==> src/rtl/avalon_st_pkg.sv <==
// rtl/avalon_st_pkg.sv - shared Avalon-ST sideband types and helpers
// Used by the upsizer and by avalon_sampler downstream.
package avalon_st_pkg;

  // Wide enough for the empty count of any practical RATIO.
  localparam int EMPTY_W_MAX = 8;

  function automatic int lane_cnt_w(input int ratio);
    return $clog2(ratio);
  endfunction

  typedef struct packed {
    logic                   sop;
    logic                   eop;
    logic [EMPTY_W_MAX-1:0] empty;
  } st_side_t;

endpackage

==> src/rtl/avalon_st_upsizer_lane_counter.sv <==
// rtl/avalon_st_upsizer_lane_counter.sv - modulo-RATIO lane counter
// clr and inc together restart the count at 1 (new word whose lane 0 is being written).
module avalon_st_upsizer_lane_counter
  import avalon_st_pkg::*;
#(
  parameter int RATIO = 4,
  localparam int CW = lane_cnt_w(RATIO)
) (
  input  logic          clk,
  input  logic          rst_n,
  input  logic          inc,
  input  logic          clr,
  output logic [CW-1:0] count,
  output logic          last
);

  logic [CW-1:0] r_count;
  logic [CW-1:0] w_base;

  assign w_base = clr ? '0 : r_count;

  always_ff @(posedge clk or negedge rst_n) begin
    if (!rst_n) begin
      r_count <= '0;
    end else if (inc) begin
      r_count <= (w_base == CW'(RATIO - 1)) ? '0 : w_base + CW'(1);
    end else begin
      r_count <= w_base;
    end
  end

  assign count = r_count;
  assign last  = (r_count == CW'(RATIO - 1));

endmodule

==> src/rtl/avalon_st_upsizer.sv <==
// rtl/avalon_st_upsizer.sv - Avalon-ST width up-converter
// Packs RATIO input beats into one wide word; short final words carry an empty count.
module avalon_st_upsizer
  import avalon_st_pkg::*;
#(
  parameter int IN_WIDTH = 8,
  parameter int RATIO    = 4
) (
  input  logic                      clk,
  input  logic                      rst_n,
  input  logic [IN_WIDTH-1:0]       in_data,
  input  logic                      in_valid,
  input  logic                      in_sop,
  input  logic                      in_eop,
  output logic                      in_ready,
  output logic [IN_WIDTH*RATIO-1:0] out_data,
  output logic                      out_valid,
  output logic                      out_sop,
  output logic                      out_eop,
  output logic [$clog2(RATIO)-1:0]  out_empty,
  input  logic                      out_ready,
  output logic                      err_sop
);

  localparam int OUT_W = IN_WIDTH * RATIO;
  localparam int CW    = lane_cnt_w(RATIO);

  generate
    if (RATIO < 2) begin : g_bad_ratio
      $fatal(1, "avalon_st_upsizer: RATIO must be >= 2");
    end
  endgenerate

  logic [OUT_W-1:0] r_acc;
  logic [OUT_W-1:0] r_out_data;
  logic             r_out_valid;
  logic             r_sop;
  logic             r_err_sop;
  st_side_t         r_side;

  logic [OUT_W-1:0] w_word;
  st_side_t         w_side;
  logic [CW-1:0]    w_cnt;
  logic [CW-1:0]    w_lane;
  logic             w_last;
  logic             w_fire;
  logic             w_complete;
  logic             w_word_sop;
  logic             w_unused_empty;

  assign in_ready   = ~r_out_valid | out_ready;
  assign w_fire     = in_valid & in_ready;
  // An sop beat always restarts at lane 0, dropping any partial word.
  assign w_lane     = in_sop ? '0 : w_cnt;
  assign w_complete = w_fire & (in_eop | (~in_sop & w_last));

  avalon_st_upsizer_lane_counter #(
    .RATIO (RATIO)
  ) u_lane_counter (
    .clk   (clk),
    .rst_n (rst_n),
    .inc   (w_fire & ~in_eop),
    .clr   (w_fire & (in_sop | in_eop)),
    .count (w_cnt),
    .last  (w_last)
  );

  always_comb begin
    w_word = in_sop ? '0 : r_acc;
    for (int i = 0; i < RATIO; i++) begin
      if (w_lane == CW'(i)) begin
        w_word[i*IN_WIDTH +: IN_WIDTH] = in_data;
      end
    end
    w_word_sop  = (w_lane == '0) ? in_sop : r_sop;
    w_side       = '0;
    w_side.sop   = w_word_sop;
    w_side.eop   = in_eop;
    w_side.empty = EMPTY_W_MAX'(CW'(RATIO - 1) - w_lane);
  end

  always_ff @(posedge clk or negedge rst_n) begin
    if (!rst_n) begin
      r_acc       <= '0;
      r_sop       <= 1'b0;
      r_err_sop   <= 1'b0;
      r_out_valid <= 1'b0;
      r_out_data  <= '0;
      r_side      <= '0;
    end else begin
      r_err_sop <= w_fire & in_sop & (w_cnt != '0);
      if (w_fire) begin
        // Accumulator stays zero above the fill point, so completed words need no masking.
        if (w_complete) begin
          r_acc <= '0;
          r_sop <= 1'b0;
        end else begin
          r_acc <= w_word;
          r_sop <= w_word_sop;
        end
      end
      if (w_complete) begin
        r_out_valid <= 1'b1;
        r_out_data  <= w_word;
        r_side      <= w_side;
      end else if (out_ready) begin
        r_out_valid <= 1'b0;
      end
    end
  end

  assign out_valid      = r_out_valid;
  assign out_data       = r_out_data;
  assign out_sop        = r_side.sop;
  assign out_eop        = r_side.eop;
  assign out_empty      = r_side.empty[CW-1:0];
  assign err_sop        = r_err_sop;
  assign w_unused_empty = ^r_side.empty;

endmodule

==> config.mk <==
export PLATFORM = sky130hd
export DESIGN_NAME = avalon_st_upsizer
export DESIGN_NICKNAME = d
export VERILOG_FILES = /design/src/rtl/avalon_st_pkg.sv /design/src/rtl/avalon_st_upsizer_lane_counter.sv /design/src/rtl/avalon_st_upsizer.sv
export SDC_FILE = /design/constraint.sdc
export NUM_CORES = 1
export LEC_CHECK = 0
export CAP_MARGIN = 20
export CORE_MARGIN = 2
export CORE_UTILIZATION = 44
export DETAILED_ROUTE_END_ITERATION = 12
export DONT_BUFFER_PORTS = 1
export PLACE_DENSITY = 0.58
export SLEW_MARGIN = 0
export SYNTH_ARGS = -nofsm -noshare
export SYNTH_HDL_FRONTEND = slang
export SYNTH_SLANG_ARGS = --single-unit
export TNS_END_PERCENT = 30
==> constraint.sdc <==
create_clock -name clk -period 1.8 [get_ports clk]
set_clock_uncertainty 0.1 [all_clocks]
set_input_delay 0.18 -clock clk [delete_from_list [all_inputs] [get_ports clk]]
set_output_delay 0.18 -clock clk [all_outputs]
set_load 0.05 [all_outputs]
* Yosys cells after proc, flatten, opt, wreduce, memory -nomap -nowiden
Index checks and enable logic that the tools add are counted.
** Operators by class
- Add/subtract/negate cells :: 2
- Multipliers :: 0
- Div/mod/pow operators :: 0
- $lt $le $gt $ge :: 0
- Equality and inequality tests :: 5
- Shifts and indexed selects :: 0
- Muxes and demuxes :: 14
- Bitwise gates (word level) :: 13
- Reductions and logical operators :: 3
** Operators with widths (count)
- $mux 32 :: 2
- $mux 8 :: 4
- $eq 2x2->1 const B :: 4
- $mux 2 :: 4
- $and 1x1->1 :: 7
- $mux 1 :: 4
- $reduce_bool 2->1 :: 2
- $not 1->1 :: 3
- $or 1x1->1 :: 3
- $add 2x1->2 const B :: 1
- $eq 2x1->1 const B :: 1
- $logic_not 2->1 :: 1
- $sub 2x2->2 const A :: 1
** Storage, ports and cells
- Bits in registers :: 73
- Latch bits :: 0
- RAM bits :: 0
- Memory bits (read-only) :: 0
- Input port bits :: 14
- Output and inout port bits :: 39
- Word-level logic and storage cells :: 46
- Memories :: 0

* Logic depth before layout (Yosys ltp)
- Word-level depth :: 8
- Depth in mapped cells :: 7
- Mapped depth without buffers :: 4

* Cells and area by module
A second synthesis with hierarchy kept.
** Second synthesis, totals
- Cell total of the unflattened synthesis :: 274
- Area, all modules :: 3535.9 µm²
** Modules (own cells, without submodules)
- avalon_st_upsizer :: instances 1, cells an instance 266, area each 3437.0 µm², seq. area each 1776.7 µm²
- avalon_st_upsizer_lane_counter :: instances 1, cells an instance 8, area each 98.8 µm², seq. area each 50.0 µm²

* Worst setup path after synthesis
OpenSTA, ideal clock, no wires.
- Kind :: register -> register
- From :: register r_out_valid, in the netlist out_valid
- To :: register r_acc[0]
- Setup time :: 0.121 ns
- Arrival time :: 1.696 ns
- Data required time :: 1.579 ns
- Path slack :: -0.117 ns
- Stages on the path, launching flop included :: 7
- Period minus slack after synthesis :: 1.917 ns
- Cell sequence :: dfrtp_1 -> nand2b_1 -> buf_2 -> and2_0 -> clkbuf_1 -> nand2_1 -> a22o_1
** Between the ends
- Longest elaborated chain between the ends :: 5
** Ends and longest elaborated chain
- start: declaration :: RTL line avalon_st_upsizer.sv:36 : logic r_out_valid;
- start signal: assignment :: RTL line avalon_st_upsizer.sv:87 : r_out_valid <= 1'b0;
- start signal: assignment :: RTL line avalon_st_upsizer.sv:103 : r_out_valid <= 1'b1;
- start signal: assignment :: RTL line avalon_st_upsizer.sv:107 : r_out_valid <= 1'b0;
- $not 1->1 * :: RTL line avalon_st_upsizer.sv:51 : assign in_ready = ~r_out_valid | out_ready;
- $or 1x1->1 * :: RTL line avalon_st_upsizer.sv:51
- named net in_ready :: RTL line avalon_st_upsizer.sv:15 : output logic in_ready,
- $and 1x1->1 * :: RTL line avalon_st_upsizer.sv:52 : assign w_fire = in_valid & in_ready;
- $and 1x1->1 :: RTL line avalon_st_upsizer.sv:55 : assign w_complete = w_fire & (in_eop | (~in_sop & w_last));
- $mux 32 :: RTL line avalon_st_upsizer.sv:94 : if (w_complete) begin
- end signal: assignment :: RTL line avalon_st_upsizer.sv:98 : r_acc <= w_word;
- end: declaration :: RTL line avalon_st_upsizer.sv:34 : logic [OUT_W-1:0] r_acc;
Mark *: on every way through the listed nets, which the timed path passes. The rest lies on a longest branch.
A chain may end at the register's enable or synchronous reset.

* Final worst setup path
- From :: register u_lane_counter.r_count[1], in the netlist u_lane_counter.count[1]
- To :: register r_acc[3]
** Between the ends
- Longest elaborated chain between the ends :: 5
- Elaborated cells between the ends (all ways) :: 8
** Ends and longest elaborated chain
- start: declaration :: RTL line avalon_st_upsizer_lane_counter.sv:17 : logic [CW-1:0] r_count;
- start signal: assignment :: RTL line avalon_st_upsizer_lane_counter.sv:26 : r_count <= (w_base == CW'(RATIO - 1)) ? '0 : w_base + CW'(1);
- start signal: assignment :: RTL line avalon_st_upsizer_lane_counter.sv:28 : r_count <= w_base;
- $eq 2x2->1 :: RTL line avalon_st_upsizer_lane_counter.sv:33 : assign last = (r_count == CW'(RATIO - 1));
- $and 1x1->1 :: RTL line avalon_st_upsizer.sv:55
- $or 1x1->1 :: RTL line avalon_st_upsizer.sv:55
- $and 1x1->1 :: RTL line avalon_st_upsizer.sv:55
- $mux 32 * :: RTL line avalon_st_upsizer.sv:94
Mark *: on every way between the ends. The rest lies on a longest branch, timed or not.

==> impl_metrics.json <==
{
  "period_minus_slack_ns": 1.71,
  "arrival_ns": 1.84,
  "met3_length_um": 460,
  "violations": "hold timing",
  "clk_latency_ns": 0.35,
  "reg2reg_to": "r_acc[3]",
  "initial_core_util_pct": 46.2,
  "cts_tree": "done",
  "wl_um": 7090,
  "setup_viol": 0,
  "layout-drive-gt1-share_pct": 17.6,
  "critPathLaunchType": "register",
  "yosysMostFrequentCell": "dfrtp_1",
  "fmax_ghz": 0.585,
  "crit_path_max_fanout": 9,
  "multi_input_area_mm2": 0.00123,
  "required_ns": 1.93,
  "htreeDepth": 3,
  "final_nets": 315,
  "synthFlopType": "dfrtp_1",
  "hold_ws_ns": -0.575,
  "drv_slew": 0,
  "r2r_start": "u_lane_counter.count[1]",
  "syn_inst": 285,
  "die_w_um": 88.9,
  "clkSinkCount": 73,
  "die_area_mm2": 0.00790,
  "io_pins": 53,
  "finalHoldViolations": 73,
  "p_leak_nw": 1.71,
  "p_total_mw": 3.81,
  "path_class": "reg2reg",
  "slowest_stage": "nor2_2",
  "grt_max_degree": 74,
  "crit_chain": "nor2_1 > nor2_2 > nor2b_1 > buf_4 > a22o_1",
  "max_slew_margin_pct": 30.9,
  "drc": 0,
  "fin_tns_setup_ns": 0,
  "gp_routability_congestion": 0.816,
  "status": "complete, but fails checks",
  "m1WireLength_um": 3230,
  "tightestPinTransition_ns": 1.04,
  "grt_pass1_vias": 2350,
  "syn_area_per_cell_um2": 11.1,
  "synth_area_leaders": "dfrtp_1, a22o_1, mux2_2",
  "synth_edf_count": 0,
  "ctsHoldBuffers": 12,
  "hp-class": "in2async",
  "power.density_mw_per_mm2": 1050,
  "period_share_pct": 95.0,
  "post-dp-hpwl_um": 4500,
  "seq_area_frac_synth_pct": 57.6,
  "syn_nets": 299,
  "cp-end-kind": "register",
  "cts.reportedPaths.clkPinSlew_ns": 0.07,
  "antenna_found_initial": 0,
  "synthArstFlopShare_pct": 100,
  "rsz0062_at_grt": "no",
  "post_cts_buffers": 0,
  "ant_nets": 0,
  "netlist.area_leader.share_pct": 57.6,
  "port_buffers": 0,
  "regArea_mm2": 0.00183,
  "cts_buffer_depth": 2,
  "cpPeakStageDelay_ns": 0.45,
  "globalRouteOverflowTotal": 0,
  "synth_cell_types": 30,
  "n_antenna_cell": 0,
  "setup_ws_ns": 0.0908,
  "die_h_um": 88.9,
  "maxCapViolations": 0,
  "rows": 30,
  "drt_pass1_iterations": 4,
  "place_ws_ns": 0.118,
  "drt_iter0_markers": 121,
  "top_layer": "met4",
  "reg2reg_depth": 5,
  "route.met2.wl_um": 3240,
  "via_count": 2187,
  "core-area_mm2": 0.00687,
  "peakVddDrop_mv": 0.474,
  "synth_top_cell_by_area": "dfrtp_1",
  "routed_via_density": 5.44,
  "ys_seq_elements": 73,
  "area_delta_synth_final_pct": 14.4,
  "ys_warn_count": 0,
  "synth.cell_area_mm2": 0.00317,
  "cts_buffers": 9,
  "netlist_top_cells_count": "dfrtp_1, nand2_1, a22o_1",
  "num-fill-cells": 629,
  "grt_usage_pct": 20.6,
  "clockRootBuffer": "clkbuf_8",
  "grt_pass1_wl_um": 12000,
  "utilization_pct": 52.8,
  "wl_per_cell_um": 17.6,
  "ff2ff_setup_slack_ns": 0.09
}
through the flow:
step	cells	area (µm²)
after global placement	374	3330
after floorplan	285	3180
after detailed placement	374	3330
final	402	3630
after CTS	402	3630
after global routing	402	3630
final cells by class:
class	count	area share [%]
Clock inverter	3	0.414
Multi-Input combinational cell	186	33.8
Timing Repair Buffer	28	7.38
Sequential cell	73	50.4
Clock buffer	13	4.38
Tap cell	96	3.31
Inverter	3	0.310
worst max-delay path by stage:
| stage | from | to | slack [ns] | cells after the start |
|---|---|---|---|---|
| 3_3_place_gp | u_lane_counter.count[1] | r_acc[2] | 0.14 | 5 |
| 4_1_cts | in_sop | err_sop | 0.03 | 3 |
| 3_5_place_dp | u_lane_counter.count[1] | r_acc[3] | 0.12 | 5 |
| 6_report | u_lane_counter.count[1] | r_acc[3] | 0.09 | 5 |
| 2_1_floorplan | out_valid | r_acc[0] | 0.07 | 6 |
| 5_1_grt | u_lane_counter.count[1] | out_data[14] | 0.002 | 5 |
cell families (layout without fill, tap and decap cells):
family                 Yosys count  in the layout  synth area share [%]
AOI/OAI and AO/OA               74             74                  16.4
buffers and inverters           26             47                  3.98
DFF                             73             73                  57.6
muxes                           33             33                  11.2
and+or+nand+nor                 79             79                  10.8
worst max-delay path: cells and delay by family, from the launching register on:
family	cells	cell delay [ns]
buffers and inverters	1	0.18
DFF	1	0.44
and+or+nand+nor	3	0.65
AOI/OAI and AO/OA	1	0.23
what timing repair did:
| action | CTS | global route |
|---|---|---|
| setup endpoints to repair | 0 | 20 |
| endpoints found under the hold margin | 119 | 73 |
| resized for setup | 0 | 1 |
per-layer routing:
metal,GRT usage [%],up-vias
met2,31.8,66
met3,6.56,14
met1,27.0,1077
met4,8.40,0
met5,0,-
li1,-,1030
where the power goes:
group          switching, mW  internal, mW  total [mW]  leakage (nW)
Clock                  0.571         0.570        1.14        0.0932
Sequential             0.413          1.78        2.19         0.975
Combinational          0.260         0.218       0.479         0.642
layout by cell type, fill, tap and decap left out, types with 4 or more instances in the layout:
cell	n
o21ai_0	10
dlygate4sd3_1	11
nor2b_1	4
o31ai_1	7
dfrtp_1	72
buf_4	14
clkbuf_8	11
mux2_2	20
nand3_1	5
and2_1	4
mux2i_1	13
a22o_1	29
a21oi_1	22
nand2_1	56
flip-flops by register name (all words and copies together) (netlist names):
register              flops
r_sop                     1
err_sop                   1
r_acc                    32
out_sop                   1
out_valid                 1
out_data                 32
out_eop                   1
out_empty                 2
u_lane_counter.count      2
(Power assumes the default switching activity.)
